--- src/rtl/kamus_wb_unit.sv ---
// MEM/WB write-back unit: source select, load align/extend, L1D stall FSM.
// Optional 64-bit retired-instruction counter enabled by KAMUS_WB_RETIRE_CNT_EN.
module kamus_wb_unit #(
  parameter int unsigned XLEN    = 32,
  parameter int unsigned NUM_SRC = 4,
  parameter int unsigned SEL_W   = $clog2(NUM_SRC),
  parameter int unsigned OFS_W   = $clog2(XLEN / 8)
) (
  input  logic                    clk_i,
  input  logic                    rst_ni,
  input  logic                    valid_i,
  output logic                    ready_o,
  input  logic                    flush_i,
  input  logic                    regfile_wr_en_i,
  input  logic [4:0]              rd_addr_i,
  input  logic [SEL_W-1:0]        wb_mux_sel_i,
  input  logic [NUM_SRC*XLEN-1:0] src_data_i,
  input  logic [1:0]              ld_size_i,
  input  logic                    ld_unsigned_i,
  input  logic [OFS_W-1:0]        ld_offset_i,
  input  logic                    l1d_rsp_valid_i,
  input  logic [XLEN-1:0]         l1d_rd_data_i,
  output logic                    regfile_wr_en_o,
  output logic [4:0]              rd_addr_o,
  output logic [XLEN-1:0]         wb_data_o,
  output logic                    retire_o
`ifdef KAMUS_WB_RETIRE_CNT_EN
  ,
  output logic [63:0]             retire_cnt_o
`endif
);

  typedef enum logic [0:0] {StIdle, StWait} state_e;

  state_e state_q, state_d;

  logic             accept;
  logic             is_load;
  logic [XLEN-1:0]  sel_data;

  logic             commit;
  logic             latch_pend;
  logic [4:0]       c_rd;
  logic             c_wr_en;
  logic [XLEN-1:0]  c_data;

  logic [4:0]       pend_rd_q;
  logic             pend_wr_en_q;
  logic [1:0]       pend_size_q;
  logic             pend_unsigned_q;
  logic [OFS_W-1:0] pend_offset_q;

  logic             wr_en_q;
  logic [4:0]       rd_q;
  logic [XLEN-1:0]  data_q;
  logic             retire_q;

  // Shift the addressed bytes down, mask to the access size, then sign-fill.
  function automatic logic [XLEN-1:0] load_ext(input logic [XLEN-1:0]  data,
                                               input logic [1:0]       size,
                                               input logic             uns,
                                               input logic [OFS_W-1:0] ofs);
    logic [XLEN-1:0] shifted;
    logic [XLEN-1:0] mask;
    logic            sign;
    shifted = data >> {ofs, 3'b000};
    unique case (size)
      2'd0: begin
        mask = XLEN'(8'hFF);
        sign = shifted[7];
      end
      2'd1: begin
        mask = XLEN'(16'hFFFF);
        sign = shifted[15];
      end
      2'd2: begin
        mask = XLEN'(32'hFFFF_FFFF);
        sign = shifted[31];
      end
      default: begin
        mask = '1;
        sign = shifted[XLEN-1];
      end
    endcase
    load_ext = shifted & mask;
    if (!uns && sign) begin
      load_ext = load_ext | ~mask;
    end
  endfunction

  assign ready_o = (state_q == StIdle);
  assign accept  = valid_i && ready_o && !flush_i;
  assign is_load = (wb_mux_sel_i == SEL_W'(1));

  // Out-of-range selects fall through to zero.
  always_comb begin
    sel_data = '0;
    for (int unsigned k = 0; k < NUM_SRC; k++) begin
      if (wb_mux_sel_i == SEL_W'(k)) begin
        sel_data = src_data_i[k*XLEN +: XLEN];
      end
    end
  end

  always_ff @(posedge clk_i or negedge rst_ni) begin
    if (!rst_ni) begin
      state_q <= StIdle;
    end else begin
      state_q <= state_d;
    end
  end

  always_comb begin
    state_d = state_q;
    unique case (state_q)
      StIdle: if (accept && is_load && !l1d_rsp_valid_i) state_d = StWait;
      StWait: if (l1d_rsp_valid_i) state_d = StIdle;
      default: state_d = StIdle;
    endcase
  end

  always_comb begin
    commit     = 1'b0;
    latch_pend = 1'b0;
    c_rd       = rd_addr_i;
    c_wr_en    = regfile_wr_en_i;
    c_data     = sel_data;
    unique case (state_q)
      StIdle: begin
        if (accept) begin
          if (!is_load) begin
            commit = 1'b1;
          end else if (l1d_rsp_valid_i) begin
            commit = 1'b1;
            c_data = load_ext(l1d_rd_data_i, ld_size_i, ld_unsigned_i, ld_offset_i);
          end else begin
            latch_pend = 1'b1;
          end
        end
      end
      StWait: begin
        if (l1d_rsp_valid_i) begin
          commit  = 1'b1;
          c_rd    = pend_rd_q;
          c_wr_en = pend_wr_en_q;
          c_data  = load_ext(l1d_rd_data_i, pend_size_q, pend_unsigned_q, pend_offset_q);
        end
      end
      default: ;
    endcase
  end

  always_ff @(posedge clk_i or negedge rst_ni) begin
    if (!rst_ni) begin
      pend_rd_q       <= '0;
      pend_wr_en_q    <= 1'b0;
      pend_size_q     <= '0;
      pend_unsigned_q <= 1'b0;
      pend_offset_q   <= '0;
    end else if (latch_pend) begin
      pend_rd_q       <= rd_addr_i;
      pend_wr_en_q    <= regfile_wr_en_i;
      pend_size_q     <= ld_size_i;
      pend_unsigned_q <= ld_unsigned_i;
      pend_offset_q   <= ld_offset_i;
    end
  end

  // x0 is never written, but the instruction still retires.
  always_ff @(posedge clk_i or negedge rst_ni) begin
    if (!rst_ni) begin
      wr_en_q  <= 1'b0;
      rd_q     <= '0;
      data_q   <= '0;
      retire_q <= 1'b0;
    end else begin
      wr_en_q  <= commit && c_wr_en && (c_rd != 5'd0);
      retire_q <= commit;
      if (commit) begin
        rd_q   <= c_rd;
        data_q <= c_data;
      end
    end
  end

  assign regfile_wr_en_o = wr_en_q;
  assign rd_addr_o       = rd_q;
  assign wb_data_o       = data_q;
  assign retire_o        = retire_q;

`ifdef KAMUS_WB_RETIRE_CNT_EN
  logic [63:0] retire_cnt_q;

  // Updates in the same edge as the retire_o pulse it counts.
  always_ff @(posedge clk_i or negedge rst_ni) begin
    if (!rst_ni) begin
      retire_cnt_q <= '0;
    end else if (commit) begin
      retire_cnt_q <= retire_cnt_q + 64'd1;
    end
  end

  assign retire_cnt_o = retire_cnt_q;
`endif

endmodule

--- config.mk ---
export PLATFORM = sky130hd
export DESIGN_NAME = kamus_wb_unit
export DESIGN_NICKNAME = d
export VERILOG_FILES = /design/src/rtl/kamus_wb_unit.sv
export SDC_FILE = /design/constraint.sdc
export NUM_CORES = 1
export LEC_CHECK = 0
export ABC_AREA = 1
export CORE_ASPECT_RATIO = 0.5
export CORE_MARGIN = 5
export CORE_UTILIZATION = 43
export DETAILED_ROUTE_END_ITERATION = 7
export GPL_TIMING_DRIVEN = 1
export MAX_ROUTING_LAYER = met4
export PLACE_DENSITY = 0.89
export SYNTH_ARGS = -nofsm -noshare
export SYNTH_HDL_FRONTEND = slang
export SYNTH_SLANG_ARGS = --single-unit
--- constraint.sdc ---
create_clock -name clk_i -period 2 [get_ports clk_i]
set_input_delay 0.3 -clock clk_i [delete_from_list [all_inputs] [get_ports clk_i]]
set_output_delay 0.3 -clock clk_i [all_outputs]
set_load 0.1 [all_outputs]
==> flow_metrics.env, run 1 <==
export IMPL_status="finished clean"
export IMPL_yosysSeqAreaShare_pct=26.56
export IMPL_synthArstFlopShare_pct=100.0
export IMPL_setup_viol=0
export IMPL_io_pins=218
export IMPL_grt_usage_pct=31.84
export IMPL_nNetsFinal=1248
export IMPL_clock_skew_ns=0.008108
export IMPL_wl_per_cell_um=17.86
export IMPL_fillerInstances=971
export IMPL_die_h_um=84.76
export IMPL_drt_vias_per_instance=5.459
export IMPL_power_density_mw_per_mm2=789.3
export IMPL_ys_flop_type="dfrtp_1"
export IMPL_hold_ws_ns=0.1250
export IMPL_period_share_pct=95.04
export IMPL_fmax_ghz=0.5261
export IMPL_crit_arrival_ns=2.09
export IMPL_yosysTopAreaCell="dfrtp_1"
export IMPL_synth_area_leaders="dfrtp_1 27%, nand2_1 24%, o21ai_0 10%"
export IMPL_drive_gt1_share_pct=14.57
export IMPL_crit_type="in -> reg"
export IMPL_worstSetupEndpointType="register"
export IMPL_syn_cell_area_sq_mm=0.004806
export IMPL_chipWidth_um=159.5
export IMPL_finalWorstSetupSlack_ns=0.09914
export IMPL_synth_edf_count=0
export IMPL_coreArea_sq_mm=0.01095
export IMPL_clk_path_buf_depth=2
export IMPL_top_usage_layer="met2"
export IMPL_port_buffers=217
export IMPL_drtPass1Iterations=7
export IMPL_ys_ff_latch=51
export IMPL_startpoint_type="primary input"
export IMPL_ir_worst_vdd_mv=0.5394
export IMPL_cts_made_buffers=5
export IMPL_wirelength_um=21710
export IMPL_area_delta_synth_final_pct=57.38
export IMPL_final_hold_viol_count=0
export IMPL_antenna_found_initial=0
export IMPL_place_ws_ns=-0.1466
export IMPL_drc_errors=0
export IMPL_yosys_warnings=0
export IMPL_drv_slew=0
export IMPL_grt_overflow=0
export IMPL_place_area_sq_mm=0.007383
export IMPL_die_area_sq_mm=0.01352
export IMPL_syn_area_per_cell_sq_um=5.762
export IMPL_use_met3_pct=8.092
export IMPL_cts_sinks=51
export IMPL_dp_hpwl_um=17510
export IMPL_post_cts_buffers=0
export IMPL_cts_root_buffer="clkbuf_16"
export IMPL_routed_via_count=6638
export IMPL_num_antenna_cells=0
export IMPL_htree_levels=2
export IMPL_fin_area_sq_mm=0.007564
export IMPL_ant_nets=0
export IMPL_yosysMostFrequentCell="nand2_1"
export IMPL_grtUsageMet2_pct=47.74
export IMPL_synthesis_instances=834
export IMPL_worst_pin_slew_ns=0.6790
export IMPL_start_util_pct=43.91
export IMPL_cp_max_fo=32
export IMPL_yosys_top_cells_count="302 x nand2_1, 99 x o21ai_0, 81 x nand3_1, 57 x inv_1, 57 x nor2_1"
export IMPL_hold_class="in -> async"
export IMPL_use_met1_pct=43.73
export IMPL_utilization_pct=69.10
export IMPL_leakagePower_nw=3.516
export IMPL_cap_violations=0
export IMPL_row_count=27
export IMPL_cp_required_ns=2.19
export IMPL_grt_pass1_vias=6326
export IMPL_grt_setup_unrepaired="false"
export IMPL_drt_iter0_drc=777
export IMPL_path_clk_slew_ns=0.07
export IMPL_grt_pass1_wl_um=33900
export IMPL_gp_congestion=1.036
export IMPL_cts_tree="built"
export IMPL_synthDominantCellAreaShare_pct=26.56
export IMPL_relSlewSlack_pct=54.73
export IMPL_finalCriticalPeriod_ns=1.901
export IMPL_synth_fp_nets=1012
export IMPL_synthDistinctLibCells=30
export IMPL_insertion_delay_ns=0.30
export IMPL_grt_max_degree=52
export IMPL_cts_hold_buf=0
-- routing by layer --
layer	wire, um	vias up
li1	-	3186
met1	9374	3041
met2	9487	368
met3	2425	43
met4	425	0
met5	0	-
-- cell families (layout without fill, tap and decap cells) --
| logic type | Yosys count | after routing | share of synthesized area (%) |
|---|---|---|---|
| flip-flops | 51 | 51 | 26.56 |
| multiplexers | 1 | 1 | 0.2343 |
| AND/OR/NAND/NOR | 483 | 483 | 42.59 |
| AO/OA/AOI/OAI | 182 | 182 | 20.02 |
| buffers and inverters | 117 | 354 | 10.60 |
-- flip-flops by register name (all words and copies together), names as in the netlist --
| name | cells |
|---|---|
| retire_o | 1 |
| pend_size_q | 2 |
| pend_rd_q | 5 |
| rd_addr_o | 5 |
| pend_unsigned_q | 1 |
| pend_wr_en_q | 1 |
| wb_data_o | 32 |
| regfile_wr_en_o | 1 |
| pend_offset_q | 2 |
| state_q | 1 |
-- critical path, cell delays in order --
cell and delay [ns]:
clkdlybuf4s50_1 0.57, buf_4 0.36, o21ai_0 0.27, a21oi_1 0.24, nand2_1 0.10, nand2_1 0.08, nand3_1 0.07, nand2_1 0.06
inv_1 0.04
-- path summary, 6_finish.rpt --
kind                                         startpoint                           end  slack [ns]  cells after the start
hold reg to reg                pend_rd_q[3]$_DFFE_PN0P_      pend_rd_q[3]$_DFFE_PN0P_        0.49                      2
min in group clk_i             pend_rd_q[3]$_DFFE_PN0P_      pend_rd_q[3]$_DFFE_PN0P_        0.49                      2
setup / recovery                         ld_offset_i[0]     wb_data_o[10]$_DFFE_PN0P_         0.1                      9
hold / removal                                   rst_ni     wb_data_o[19]$_DFFE_PN0P_        0.13                      2
max in group asynchronous                        rst_ni  pend_offset_q[0]$_DFFE_PN0P_        1.40                      2
setup reg to reg           pend_offset_q[0]$_DFFE_PN0P_     wb_data_o[11]$_DFFE_PN0P_        0.14                     12
-- report_power, final --
part,switching [mW],internal [mW]
Combinational,2.44,1.09
Clock,0.401,0.623
Sequential,0.162,1.25
-- layout by cell type (no fill, tap or decap), drive strengths merged --
master / instances
a22o: 1
clkbuf: 6
a21oi: 52
clkinv: 1
bufinv: 1
dfrtp: 51
o211ai: 7
nand4: 9
inv: 64
o21ai: 107
nand2: 309
nor2: 63
mux2: 1
buf: 106
clkdlybuf4s50: 176
a211oi: 7
nand3b: 1
or2: 19
nand3: 82
a2111oi: 1
o22ai: 7
-- timing repair --
| action | 4_1_cts | 5_1_grt |
|---|---|---|
| endpoints found under the setup margin | 0 | 19 |
| resized for setup | 0 | 3 |
| hold endpoints to repair | 0 | 0 |
-- through the flow --
step | setup TNS, ns | total power [mW] | cells
4_1_cts | 0 | 5.917 | 1216
2_1_floorplan | 0 | 3.689 | 834
5_1_grt | 0 | 6.247 | 1216
3_3_place_gp | -1.256 | 4.844 | 1208
3_5_place_dp | -2.461 | 4.892 | 1208
6_report | 0 | 5.970 | 1216
-- cell type report --
cell class	count	area [sq um]	area share [%]
Clock inverter	2	35.03	0.4632
Sequential cell	51	1277	16.89
Multi-Input combinational cell	666	3030	40.07
Timing Repair Buffer	282	2655	35.10
Clock buffer	6	138.9	1.836
Inverter	64	245.2	3.242
Tap cell	145	181.4	2.399
No activity file was read; power rests on OpenSTA's default activity.
==> inputs of run 2 (changes only) <==
--- a/config.mk
+++ b/config.mk
@@ -8,11 +8,12 @@
 export ABC_AREA = 1
 export CORE_ASPECT_RATIO = 0.5
 export CORE_MARGIN = 5
-export CORE_UTILIZATION = 43
+export CORE_UTILIZATION = 65
 export DETAILED_ROUTE_END_ITERATION = 7
+export DONT_BUFFER_PORTS = 1
 export GPL_TIMING_DRIVEN = 1
 export MAX_ROUTING_LAYER = met4
-export PLACE_DENSITY = 0.89
+export PLACE_DENSITY = 0.87
 export SYNTH_ARGS = -nofsm -noshare
 export SYNTH_HDL_FRONTEND = slang
 export SYNTH_SLANG_ARGS = --single-unit
==> run 2 against run 1 <==
Compared with the run above: sequential share of layout area rose by 6.7 points; hold slack improved by 0.0045 ns; sequential power barely moved; cell count fell by 21%; highest routed layer unchanged.
==> flow_metrics.env, run 2 (synthesized netlist as in run 1, its figures left out) <==
export IMPL_io_pins=218
export IMPL_crit_arrival_ns=2.03
export IMPL_chipWidth_um=131.6
export IMPL_period_share_pct=91.09
export IMPL_min_to="state_q$_DFF_PN0_"
export IMPL_hold_ws_ns=0.1295
export IMPL_num_antenna_cells=0
export IMPL_drive_gt1_share_pct=13.74
export IMPL_antenna_found_initial=0
export IMPL_final_hold_viol_count=0
export IMPL_crit_type="reg -> reg"
export IMPL_drtPass1Iterations=7
export IMPL_gp_congestion=1.000
export IMPL_wirelength_um=17850
export IMPL_final_cell_mix="302 x nand2_1, 99 x o21ai_0, 81 x nand3_1"
export IMPL_relSlewSlack_pct=63.91
export IMPL_dp_hpwl_um=13910
export IMPL_status="finished clean"
export IMPL_cap_violations=0
export IMPL_final_common_cell="nand2_1"
export IMPL_worstSetupEndpointType="register"
export IMPL_rr_worst_depth=9
export IMPL_power_density_mw_per_mm2=1005
export IMPL_ant_nets=0
export IMPL_grt_usage_pct=38.43
export IMPL_drv_slew=0
export IMPL_placed_cells=945
export IMPL_coreArea_sq_mm=0.007267
export IMPL_path_clk_slew_ns=0.08
export IMPL_routed_via_count=5946
export IMPL_hp_start="l1d_rsp_valid_i"
export IMPL_finalWorstSetupSlack_ns=0.1781
export IMPL_cp_required_ns=2.21
export IMPL_cts_tree="built"
export IMPL_port_buffers=0
export IMPL_grt_max_degree=52
export IMPL_largest_reg_flops=32
export IMPL_leakagePower_nw=2.634
export IMPL_htree_levels=2
export IMPL_r2r_start="state_q$_DFF_PN0_"
export IMPL_start_util_pct=66.13
export IMPL_clock_skew_ns=0.01385
export IMPL_grt_setup_unrepaired="false"
export IMPL_startpoint_type="register"
export IMPL_hold_class="in -> reg"
export IMPL_drt_vias_per_instance=6.226
export IMPL_whs_path_depth=1
export IMPL_row_count=22
export IMPL_die_area_sq_mm=0.009317
export IMPL_grt_pass1_wl_um=28100
export IMPL_worst_pin_slew_ns=0.5357
export IMPL_rr_endpoint="wb_data_o[27]$_DFFE_PN0P_"
export IMPL_cp_max_fo=35
export IMPL_cts_made_buffers=5
export IMPL_setup_viol=0
export IMPL_cts_root_buffer="clkbuf_16"
export IMPL_area_delta_synth_final_pct=12.57
export IMPL_drc_errors=0
export IMPL_cts_sinks=51
export IMPL_drt_iter0_drc=864
export IMPL_fin_cells=955
export IMPL_fin_tns_setup_ns=0
export IMPL_fmax_ghz=0.5489
export IMPL_wl_per_cell_um=18.69
export IMPL_reg2reg_slack_ns=0.18
export IMPL_ir_worst_vdd_mv=0.6328
export IMPL_finalCriticalPeriod_ns=1.822
export IMPL_grt_pass1_vias=5264
export IMPL_place_ws_ns=0.2381
export IMPL_post_cts_buffers=0
export IMPL_insertion_delay_ns=0.31
export IMPL_die_h_um=70.80
export IMPL_power_mw=5.436
export IMPL_nNetsFinal=1036
export IMPL_clk_path_buf_depth=2
export IMPL_grt_overflow=0
run 2: changes by cell type in the layout (fill, tap and decap cells not counted), sizes merged:
| cell | change |
|---|---|
| buf | -37 |
| clkbuf | -1 |
| clkdlybuf4s50 | -176 |
| clkinv | +1 |
| dlygate4sd3 | +1 |
run 2: layout make-up:
| class | instances | area [sq um] |
|---|---|---|
| multi-input combinational | 666 | 3025 |
| sequential | 51 | 1277 |
| fill | 630 | 1857 |
| clock inverter | 3 | 43.79 |
| clock buffer | 5 | 125.1 |
| inverter | 64 | 245.2 |
| timing repair buffer | 70 | 573.1 |
| tap | 96 | 120.1 |
run 2: routing by layer:
metal	track usage [%]	vias to the layer above	wire length [um]
li1	-	2755	-
met1	52.69	2733	7031
met2	56.40	425	7671
met3	11.86	33	2812
met4	8.096	0	329
met5	-	-	0
run 2: worst max path at each step:
stage,from,end,slack [ns],depth (start not counted)
5_1_grt,pend_offset_q[1]$_DFFE_PN0P_,wb_data_o[12]$_DFFE_PN0P_,0.07,11
3_3_place_gp,state_q$_DFF_PN0_,wb_data_o[27]$_DFFE_PN0P_,0.27,9
3_5_place_dp,pend_offset_q[0]$_DFFE_PN0P_,wb_data_o[8]$_DFFE_PN0P_,0.24,11
6_report,state_q$_DFF_PN0_,wb_data_o[27]$_DFFE_PN0P_,0.18,9
2_1_floorplan,state_q$_DFF_PN0_,wb_data_o[12]$_DFFE_PN0P_,0.11,11
4_1_cts,pend_offset_q[0]$_DFFE_PN0P_,wb_data_o[22]$_DFFE_PN0P_,0.20,11
run 2: power by group:
part	total, mW	internal (mW)	switching [mW]	leakage, nW
combinational	3.03	0.725	2.31	1.95
sequential	1.40	1.25	0.146	0.601
clock	1.01	0.591	0.414	0.0838
run 2: what timing repair did:
action | CTS | global route
hold endpoints to repair | 51 | 0
endpoints found under the setup margin | 0 | 6
hold buffers | 2 | 0
gates resized for setup | 0 | 1
run 2: worst max-delay path, stage by stage (launching register included):
cell and delay [ns]:
dfrtp_1 0.42, inv_2 0.09, nand2_2 0.10, nor2_4 0.15
nor2_4 0.05, inv_2 0.40, buf_4 0.25, nand3_1 0.12
o21ai_1 0.09, inv_1 0.05
run 2: through the flow:
step           utilization (%)  cell area, sq um
6_report                 74.45              5410
3_5_place_dp             71.59              5202
2_1_floorplan                -              4806
4_1_cts                  74.43              5409
5_1_grt                  74.45              5410
3_3_place_gp             71.59              5202
==> inputs of run 3 (changes only) <==
--- a/config.mk
+++ b/config.mk
@@ -6,14 +6,17 @@
 export NUM_CORES = 1
 export LEC_CHECK = 0
 export ABC_AREA = 1
+export CELL_PAD_IN_SITES_DETAIL_PLACEMENT = 0
+export CELL_PAD_IN_SITES_GLOBAL_PLACEMENT = 1
 export CORE_ASPECT_RATIO = 0.5
 export CORE_MARGIN = 5
-export CORE_UTILIZATION = 65
+export CORE_UTILIZATION = 42
 export DETAILED_ROUTE_END_ITERATION = 7
 export DONT_BUFFER_PORTS = 1
 export GPL_TIMING_DRIVEN = 1
 export MAX_ROUTING_LAYER = met4
 export PLACE_DENSITY = 0.87
+export SKIP_CTS_REPAIR_TIMING = 1
 export SYNTH_ARGS = -nofsm -noshare
 export SYNTH_HDL_FRONTEND = slang
 export SYNTH_SLANG_ARGS = --single-unit
==> constraint.sdc (replaced) <==
create_clock -name clk_i -period 2 [get_ports clk_i]
set_input_delay 0.4 -clock clk_i [delete_from_list [all_inputs] [get_ports clk_i]]
set_output_delay 0.4 -clock clk_i [all_outputs]
set_load 0.1 [all_outputs]
==> run 3 against run 2 <==
Compared with the run above: non-clock buffer count is 1 lower; critical path depth is the same; routed wire length rose by 6.0%; die area rose by 48%; worst setup slack got worse by 0.043 ns; utilization down 25 points; total power fell by 2.6%; first-iteration DRC count is 39% lower; sequential share of layout area shrank 0.15 points; largest cell class unchanged; largest power group unchanged; highest routed layer unchanged.
==> flow_metrics.env, run 3 (synthesized netlist as in run 1, its figures left out) <==
export IMPL_drc_errors=0
export IMPL_gp_congestion=1.017
export IMPL_crit_arrival_ns=2.07
export IMPL_final_cell_mix="302 x nand2_1, 99 x o21ai_0, 81 x nand3_1"
export IMPL_reg2reg_slack_ns=0.13
export IMPL_wirelength_um=18920
export IMPL_wl_met1_um=9109
export IMPL_drt_vias_per_instance=5.651
export IMPL_grt_usage_pct=28.00
export IMPL_cp_max_fo=28
export IMPL_crit_slowest_cell="dfrtp_1"
export IMPL_period_share_pct=93.26
export IMPL_r2r_start="pend_offset_q[0]$_DFFE_PN0P_"
export IMPL_cap_violations=0
export IMPL_hold_class="in -> reg"
export IMPL_drtPass1Iterations=6
export IMPL_dp_hpwl_um=14870
export IMPL_cp_common_cell="nand2_1"
export IMPL_regArea_sq_mm=0.001276
export IMPL_fmax_ghz=0.5361
export IMPL_max_stage_delay_ns=0.49
export IMPL_startpoint_type="register"
export IMPL_grt_overflow=0
export IMPL_coreArea_sq_mm=0.01108
export IMPL_grt_pass1_wl_um=29770
export IMPL_cts_root_buffer="clkbuf_16"
export IMPL_rr_endpoint="wb_data_o[10]$_DFFE_PN0P_"
export IMPL_crit_path_cell_trace="buf_4 > o21ai_0 > o21ai_0 > buf_4 > nand2_1 > nand2_1 > nand3_1 > nand2_1 > inv_1"
export IMPL_rr_worst_depth=9
export IMPL_port_buffers=0
export IMPL_wl_per_cell_um=18.86
export IMPL_final_common_cell="nand2_1"
export IMPL_relSlewSlack_pct=35.60
export IMPL_area_delta_synth_final_pct=13.17
export IMPL_cp_required_ns=2.20
export IMPL_top_layer_used="met4"
export IMPL_drv_slew=0
export IMPL_power_density_mw_per_mm2=973.6
export IMPL_clock_skew_ns=0.007159
export IMPL_row_count=27
export IMPL_multi_input_area_sq_mm=0.003025
export IMPL_routed_via_count=5668
export IMPL_fillerInstances=1241
export IMPL_grt_setup_unrepaired="false"
export IMPL_worst_pin_slew_ns=0.9659
export IMPL_die_area_sq_mm=0.01381
export IMPL_insertion_delay_ns=0.30
export IMPL_nNetsFinal=1035
export IMPL_chipWidth_um=161.3
export IMPL_cts_tree="built"
export IMPL_min_to="state_q$_DFF_PN0_"
export IMPL_status="finished clean"
export IMPL_critical_path_buf_inv_count=3
export IMPL_drive_gt1_share_pct=13.52
export IMPL_finalCriticalPeriod_ns=1.865
export IMPL_largest_reg_flops=32
export IMPL_setup_viol=0
export IMPL_critPathTopFamily="buffers and inverters"
export IMPL_fin_tns_setup_ns=0
export IMPL_whs_path_depth=1
export IMPL_io_pins=218
export IMPL_clk_path_buf_depth=2
export IMPL_leakagePower_nw=2.615
export IMPL_worstSetupEndpointType="register"
export IMPL_cts_sinks=51
export IMPL_hp_start="l1d_rsp_valid_i"
export IMPL_start_util_pct=43.37
export IMPL_grt_pass1_vias=5406
export IMPL_num_antenna_cells=0
export IMPL_drt_iter0_drc=527
export IMPL_ir_worst_vdd_mv=0.4816
export IMPL_grt_max_degree=52
export IMPL_wl_met2_um=7533
export IMPL_htree_levels=2
export IMPL_final_hold_viol_count=0
export IMPL_die_h_um=85.64
export IMPL_utilization_pct=49.09
export IMPL_cts_made_buffers=5
export IMPL_wl_met3_um=2034
export IMPL_crit_type="reg -> reg"
export IMPL_ant_nets=0
export IMPL_antenna_found_initial=0
export IMPL_path_clk_slew_ns=0.07
run 3: cell count changes in the layout (fill, tap and decap cells not counted), sizes merged:
cell,change
buf,-1
clkinv,-1
bufinv,-1
clkinvlp,+2
run 3: worst max-delay path by stage:
stage | cells past startpoint | slack (ns) | from | endpoint
2_1_floorplan | 11 | 0.11 | state_q$_DFF_PN0_ | wb_data_o[12]$_DFFE_PN0P_
3_3_place_gp | 10 | 0.17 | wb_mux_sel_i[1] | wb_data_o[21]$_DFFE_PN0P_
3_5_place_dp | 10 | 0.15 | wb_mux_sel_i[1] | wb_data_o[21]$_DFFE_PN0P_
4_1_cts | 11 | 0.22 | pend_offset_q[1]$_DFFE_PN0P_ | wb_data_o[10]$_DFFE_PN0P_
5_1_grt | 11 | 0.02 | pend_offset_q[0]$_DFFE_PN0P_ | wb_data_o[12]$_DFFE_PN0P_
6_report | 9 | 0.13 | pend_offset_q[0]$_DFFE_PN0P_ | wb_data_o[10]$_DFFE_PN0P_
run 3: worst register-to-register path, cell delays in order (launching register included):
cell     delay, ns
dfrtp_1       0.49
buf_4         0.33
o21ai_0       0.20
o21ai_0       0.25
buf_4         0.15
nand2_1       0.08
nand2_1       0.10
nand3_1       0.08
nand2_1       0.06
inv_1         0.04
run 3: through the flow:
stage	cells	hold WS, ns	area (sq um)	setup WS [ns]	power, mW
final	1003	0.2294	5439	0.1348	5.296
after global routing	1003	0.2421	5439	0.02033	5.596
after CTS	1001	-0.2173	5401	0.2169	5.269
after detailed placement	993	0.1057	5256	0.1492	4.362
after global placement	993	0.1057	5256	0.1714	4.342
after floorplan	834	0.1044	4806	0.1116	3.689
run 3: where the power goes:
| part | internal (mW) | switching, mW | total [mW] |
|---|---|---|---|
| Combinational | 0.708 | 2.12 | 2.83 |
| Clock | 0.463 | 0.431 | 0.894 |
| Sequential | 1.25 | 0.329 | 1.58 |
| Total | 2.42 | 2.88 | 5.30 |
run 3: layout make-up:
class                      instances  area share [%]
inverter                          64           4.509
multi-input combinational        666           55.62
sequential                        51           23.46
tap                              145           3.336
clock buffer                       5           2.300
timing repair buffer              69           10.40
clock inverter                     3          0.3681
run 3: per-layer routing:
| metal | up-vias | global-route usage [%] |
|---|---|---|
| li1 | 2749 | - |
| met1 | 2611 | 40.98 |
| met2 | 286 | 38.91 |
| met3 | 22 | 7.921 |
| met4 | 0 | 4.180 |
| met5 | - | - |
